### config.mk
export PLATFORM = sky130hd
export DESIGN_NAME = clk_period_monitor
export DESIGN_NICKNAME = d
export VERILOG_FILES = /design/src/rtl/clk_period_monitor.sv
export SDC_FILE = /design/constraint.sdc
export NUM_CORES = 1
export LEC_CHECK = 0
export BUFFER_PORTS_ARGS = -buffer_cell sky130_fd_sc_hd__buf_4
export CAP_MARGIN = 20
export CELL_PAD_IN_SITES_DETAIL_PLACEMENT = 0
export CELL_PAD_IN_SITES_GLOBAL_PLACEMENT = 1
export CORE_UTILIZATION = 37
export DETAILED_ROUTE_END_ITERATION = 16
export GPL_ROUTABILITY_DRIVEN = 0
export PLACE_DENSITY_LB_ADDON = 0.1
export SYNTH_ARGS = -nofsm -noshare
export SYNTH_HDL_FRONTEND = slang
export SYNTH_SLANG_ARGS = --single-unit
### constraint.sdc
create_clock -name clk_in -period 4.73 [get_ports clk_in]
set_input_delay 0.473 -clock clk_in [delete_from_list [all_inputs] [get_ports clk_in]]
set_output_delay 0.473 -clock clk_in [all_outputs]
set_load 0.1 [all_outputs]
### src/rtl/clk_period_monitor.sv
// clk_period_monitor: synchronises a slow asynchronous clock-like input,
// emits edge pulses, measures the rise-to-rise period in clk_in cycles and
// reports lock once LOCK_COUNT consecutive periods fall within tolerance.
module clk_period_monitor #(
  parameter int unsigned EXPECTED_PERIOD = 1000,
  parameter int unsigned TOLERANCE       = 2,
  parameter int unsigned LOCK_COUNT      = 4,
  parameter int unsigned TIMEOUT         = 2 * EXPECTED_PERIOD,
  localparam int unsigned CNT_W          = $clog2(TIMEOUT + 1)
) (
  input  logic             clk_in,
  input  logic             reset_n,
  input  logic             sig_in,
  output logic             rise_pulse,
  output logic             fall_pulse,
  output logic [CNT_W-1:0] period,
  output logic             period_valid,
  output logic             locked,
  output logic             timeout
);

  localparam int unsigned       MC_W      = $clog2(LOCK_COUNT + 1);
  localparam logic [CNT_W-1:0]  TIMEOUT_C = CNT_W'(TIMEOUT);
  localparam logic [CNT_W:0]    EXP_C     = (CNT_W + 1)'(EXPECTED_PERIOD);
  localparam logic [CNT_W:0]    TOL_C     = (CNT_W + 1)'(TOLERANCE);
  localparam logic [MC_W-1:0]   LOCK_C    = MC_W'(LOCK_COUNT);

  typedef enum logic [1:0] {
    IDLE    = 2'd0,
    ACQUIRE = 2'd1,
    LOCKED  = 2'd2
  } state_e;

  logic             s1_q, s2_q, s3_q;
  state_e           state_q, state_d;
  logic [CNT_W-1:0] cnt_q, cnt_d;
  logic [MC_W-1:0]  match_cnt_q, match_cnt_d;
  logic [CNT_W-1:0] period_q, period_d;
  logic             period_valid_q, period_valid_d;
  logic             timeout_q, timeout_d;

  logic             rise_c, fall_c;
  logic             cnt_at_max_c;
  logic [CNT_W:0]   cnt_ext_c, diff_c;
  logic             match_c;
  logic [MC_W-1:0]  match_cnt_inc_c;

  // Three-flop synchroniser; the third stage gives the previous value for edge detection
  always_ff @(posedge clk_in or negedge reset_n) begin
    if (!reset_n) begin
      s1_q <= 1'b0;
      s2_q <= 1'b0;
      s3_q <= 1'b0;
    end else begin
      s1_q <= sig_in;
      s2_q <= s1_q;
      s3_q <= s2_q;
    end
  end

  // Monitor state, cycle counter and registered measurement outputs
  always_ff @(posedge clk_in or negedge reset_n) begin
    if (!reset_n) begin
      state_q        <= IDLE;
      cnt_q          <= '0;
      match_cnt_q    <= '0;
      period_q       <= '0;
      period_valid_q <= 1'b0;
      timeout_q      <= 1'b0;
    end else begin
      state_q        <= state_d;
      cnt_q          <= cnt_d;
      match_cnt_q    <= match_cnt_d;
      period_q       <= period_d;
      period_valid_q <= period_valid_d;
      timeout_q      <= timeout_d;
    end
  end

  // Edge detect and tolerance match; difference taken one bit wider so it never wraps
  always_comb begin
    rise_c          = s2_q & ~s3_q;
    fall_c          = ~s2_q & s3_q;
    cnt_at_max_c    = (cnt_q == TIMEOUT_C);
    cnt_ext_c       = {1'b0, cnt_q};
    diff_c          = (cnt_ext_c >= EXP_C) ? (cnt_ext_c - EXP_C) : (EXP_C - cnt_ext_c);
    match_c         = (diff_c <= TOL_C);
    match_cnt_inc_c = match_cnt_q + MC_W'(1);
  end

  // Next-state logic: a rise takes priority over a saturated counter
  always_comb begin
    state_d        = state_q;
    match_cnt_d    = match_cnt_q;
    period_d       = period_q;
    period_valid_d = 1'b0;
    timeout_d      = timeout_q;
    cnt_d          = cnt_at_max_c ? cnt_q : (cnt_q + CNT_W'(1));

    if (rise_c) begin
      cnt_d     = CNT_W'(1);
      timeout_d = 1'b0;
      unique case (state_q)
        IDLE: begin
          // No reference edge yet, so this rise only arms the measurement
          state_d     = ACQUIRE;
          match_cnt_d = '0;
        end
        ACQUIRE: begin
          period_d       = cnt_q;
          period_valid_d = 1'b1;
          if (match_c) begin
            match_cnt_d = match_cnt_inc_c;
            if (match_cnt_inc_c >= LOCK_C) begin
              state_d = LOCKED;
            end
          end else begin
            match_cnt_d = '0;
          end
        end
        LOCKED: begin
          period_d       = cnt_q;
          period_valid_d = 1'b1;
          if (!match_c) begin
            state_d     = ACQUIRE;
            match_cnt_d = '0;
          end
        end
        default: begin
          state_d     = IDLE;
          match_cnt_d = '0;
        end
      endcase
    end else if (cnt_at_max_c) begin
      timeout_d   = 1'b1;
      state_d     = IDLE;
      match_cnt_d = '0;
    end
  end

  assign rise_pulse   = rise_c;
  assign fall_pulse   = fall_c;
  assign period       = period_q;
  assign period_valid = period_valid_q;
  assign locked       = (state_q == LOCKED);
  assign timeout      = timeout_q;

endmodule
==> out/results.ini <==
[grt]
grt_antenna_before_repair=0
grt_max_degree=33
grt_util_all_layers_pct=17.63
grt_first_pass_wirelength_um=7431
grt-ovfl-total=0
grt_pass1_vias=1514

[timing]
tns_ns=0
rsz0062_at_grt=no
slew-limit-headroom_pct=60.41
fin_hold_ws_ns=0.1096
slew_viol_final=0
hold_viol_final=0
tightest_slew_ns=0.5924
setup_viol=0
timing.final.crit_share_pct=61.74
fmax_ghz=0.3424
period_needed_ns=2.920
fin_skew_ns=0.006661

[layout]
antenna_cells=0
area_delta_synth_final_pct=12.74
fillers=536
final_nets=234
drive_gt1_share_pct=19.55

[clock_tree]
cts.repair.resized=0
clock_path_buffers=2
post_cts_buffers=0
cts_tree=yes
cts.clk_slew.worst_paths_ns=0.07
h-tree-depth=2
clk_latency_ns=0.29
cts.sinks=32
cts_root_buf=clkbuf_8
cts_buffers=5
cts_hold_repair.buffers=0

[placed_design]
io_buffers=18
place_hpwl_um=3130

[hold_path]
hold_class=in2async

[worst_setup_path]
reg2regPathDepth=10
cp_data_arrival_time_ns=3.09
r2r-end=match_cnt_q[1]
critPathMaxStageDelay_ns=0.52
rr_startpoint=cnt_q[0]
worstPathCellList=inv_1 > ha_1 > nand2b_1 > a21o_1 > a311o_1 > o2111ai_2 > a2111oi_4 > a41oi_2 > a21oi_2 > mux2_1
path_class=reg2reg
critical_path.startpoint_type=register
worstPathRequired_ns=4.90
rrSetupSlack_ns=1.81
cpMaxStageDelayCell=dfrtp_1
cp_max_fo=8
end_kind=register

[routing]
dr.pass1.iters=5
viasPerCell=5.324
avgRoutedWirePerCell_um=15.26
drc=0
drt_iter0_markers=125
antenna_left=0
vias=1544
wl_um=4426

[synthesis]
synthAdderAreaFrac_pct=7.533
synth_compound_area_share_pct=20.34
synth_largest_area_cell=dfrtp_1
syn_nets=222
syn_area_um2=1993
synthMuxAreaShare_pct=5.964
yosys_warnings=0
yosys.area_share.simple_pct=18.20
synth_seq_area_share_pct=40.18
ys.flop_type=dfrtp_1
async_reset_ff_share_pct=100.0
synth_top_family_by_area=compound AO/OA/AOI/OAI gates
synth_cells=207
ys_types=48
synth_seq_cells=32
synth-xor-area-share_pct=2.197
synthTopCellsByCount=dfrtp_1, o21ai_0, nor2_1
synth.most_common_cell=dfrtp_1
post_synth.cell_area_avg_um2=9.629
synth_edf_count=0
synth_top_area_share_pct=40.18
yosys-top-cells-area=dfrtp_1, ha_1, o21ai_0

[floorplan]
die_h_um=75.40
dieArea_um2=5684
core_area_um2=5140
start_util_pct=38.78
io_pins=19
rows=26
fp.dieW_um=75.40

[power]
total_power_mw=1.036
vdd_ir_drop_max_uv=397.9
p_per_area_nw_per_um2=460.9
p_leak_nw=1.001

[outcome]
status=complete, no violations

[flow_run]
cap_violations=0

## report_power, final
group          internal (mW)  switching (mW)
Clock                  0.118           0.106
Combinational          0.125           0.313
Sequential             0.315          0.0589
## critical path, delay by kind of cell (launching register included)
kind | cells | cell delay (ns)
multiplexers | 1 | 0.34
AND/OR/NAND/NOR | 1 | 0.13
flip-flops | 1 | 0.52
adder cells (fa/ha/maj) | 1 | 0.25
AO/OA/AOI/OAI | 6 | 1.40
buffers and inverters | 1 | 0.16
## per-layer routing
| metal | up-vias | GRT usage [%] | routed length, µm |
|---|---|---|---|
| met3 | 11 | 4.894 | 192 |
| met4 | 0 | 6.379 | 76 |
| met1 | 738 | 23.69 | 2102 |
| met2 | 38 | 27.28 | 2055 |
| li1 | 757 | - | - |
| met5 | - | 0 | 0 |
## area by class of cell
class,count,area (µm²),area share (%)
Clock inverter,1,7.507,0.3341
Clock buffer,7,86.33,3.842
Multi-Input combinational cell,149,1081,48.11
Timing Repair Buffer,18,135.1,6.013
Sequential cell,32,800.8,35.63
Inverter,13,48.80,2.171
Tap cell,70,87.58,3.898
## per-stage QoR
stage / cells / cell area (µm²) / utilization [%] / setup slack, ns
floorplan: 207 / 1993 / - / 2.150
global placement: 282 / 2153 / 41.89 / 1.869
detailed placement: 282 / 2153 / 41.89 / 1.840
CTS: 290 / 2247 / 43.72 / 1.811
global route: 290 / 2247 / 43.72 / 1.632
finish: 290 / 2247 / 43.72 / 1.810
## cells by family after synthesis
kind of cell | after synthesis
AND/OR/NAND/NOR | 66
XOR/XNOR | 5
buffers and inverters | 26
adder cells (fa/ha/maj) | 12
flip-flops | 32
multiplexers | 11
AO/OA/AOI/OAI | 55
## how the worst max path moves through the flow
stage	from	end	slack [ns]	cells after the start
6_report	cnt_q[0]	match_cnt_q[1]	1.81	10
5_1_grt	cnt_q[0]	match_cnt_q[1]	1.63	10
4_1_cts	cnt_q[0]	match_cnt_q[1]	1.81	10
3_5_place_dp	cnt_q[0]	match_cnt_q[1]	1.84	10
3_3_place_gp	cnt_q[0]	match_cnt_q[1]	1.87	10
2_1_floorplan	cnt_q[4]	match_cnt_q[1]	2.15	11
## state kept, by name (all words and copies together) (netlist names)
signal / flops
cnt_q: 11
period: 11
match_cnt_q: 3
state_q: 2
period_valid: 1
s1_q: 1
s2_q: 1
s3_q: 1
timeout: 1
## cells in the final DEF (no fill, tap or decap), drive strengths merged, types with 2 or more instances in the layout
cell	n
o311ai	2
or3	6
ha	12
mux2i	4
inv	13
mux2	7
a31oi	2
a21o	3
clkbuf	7
nor2b	3
o21ai	18
nor3	6
nand2b	4
nor2	16
dfrtp	32
nand4	6
a41oi	2
nand3	4
o32ai	3
xnor2	4
a21oi	15
nand2	15
buf	18
Note: power is estimated with default switching activity, not from simulation.
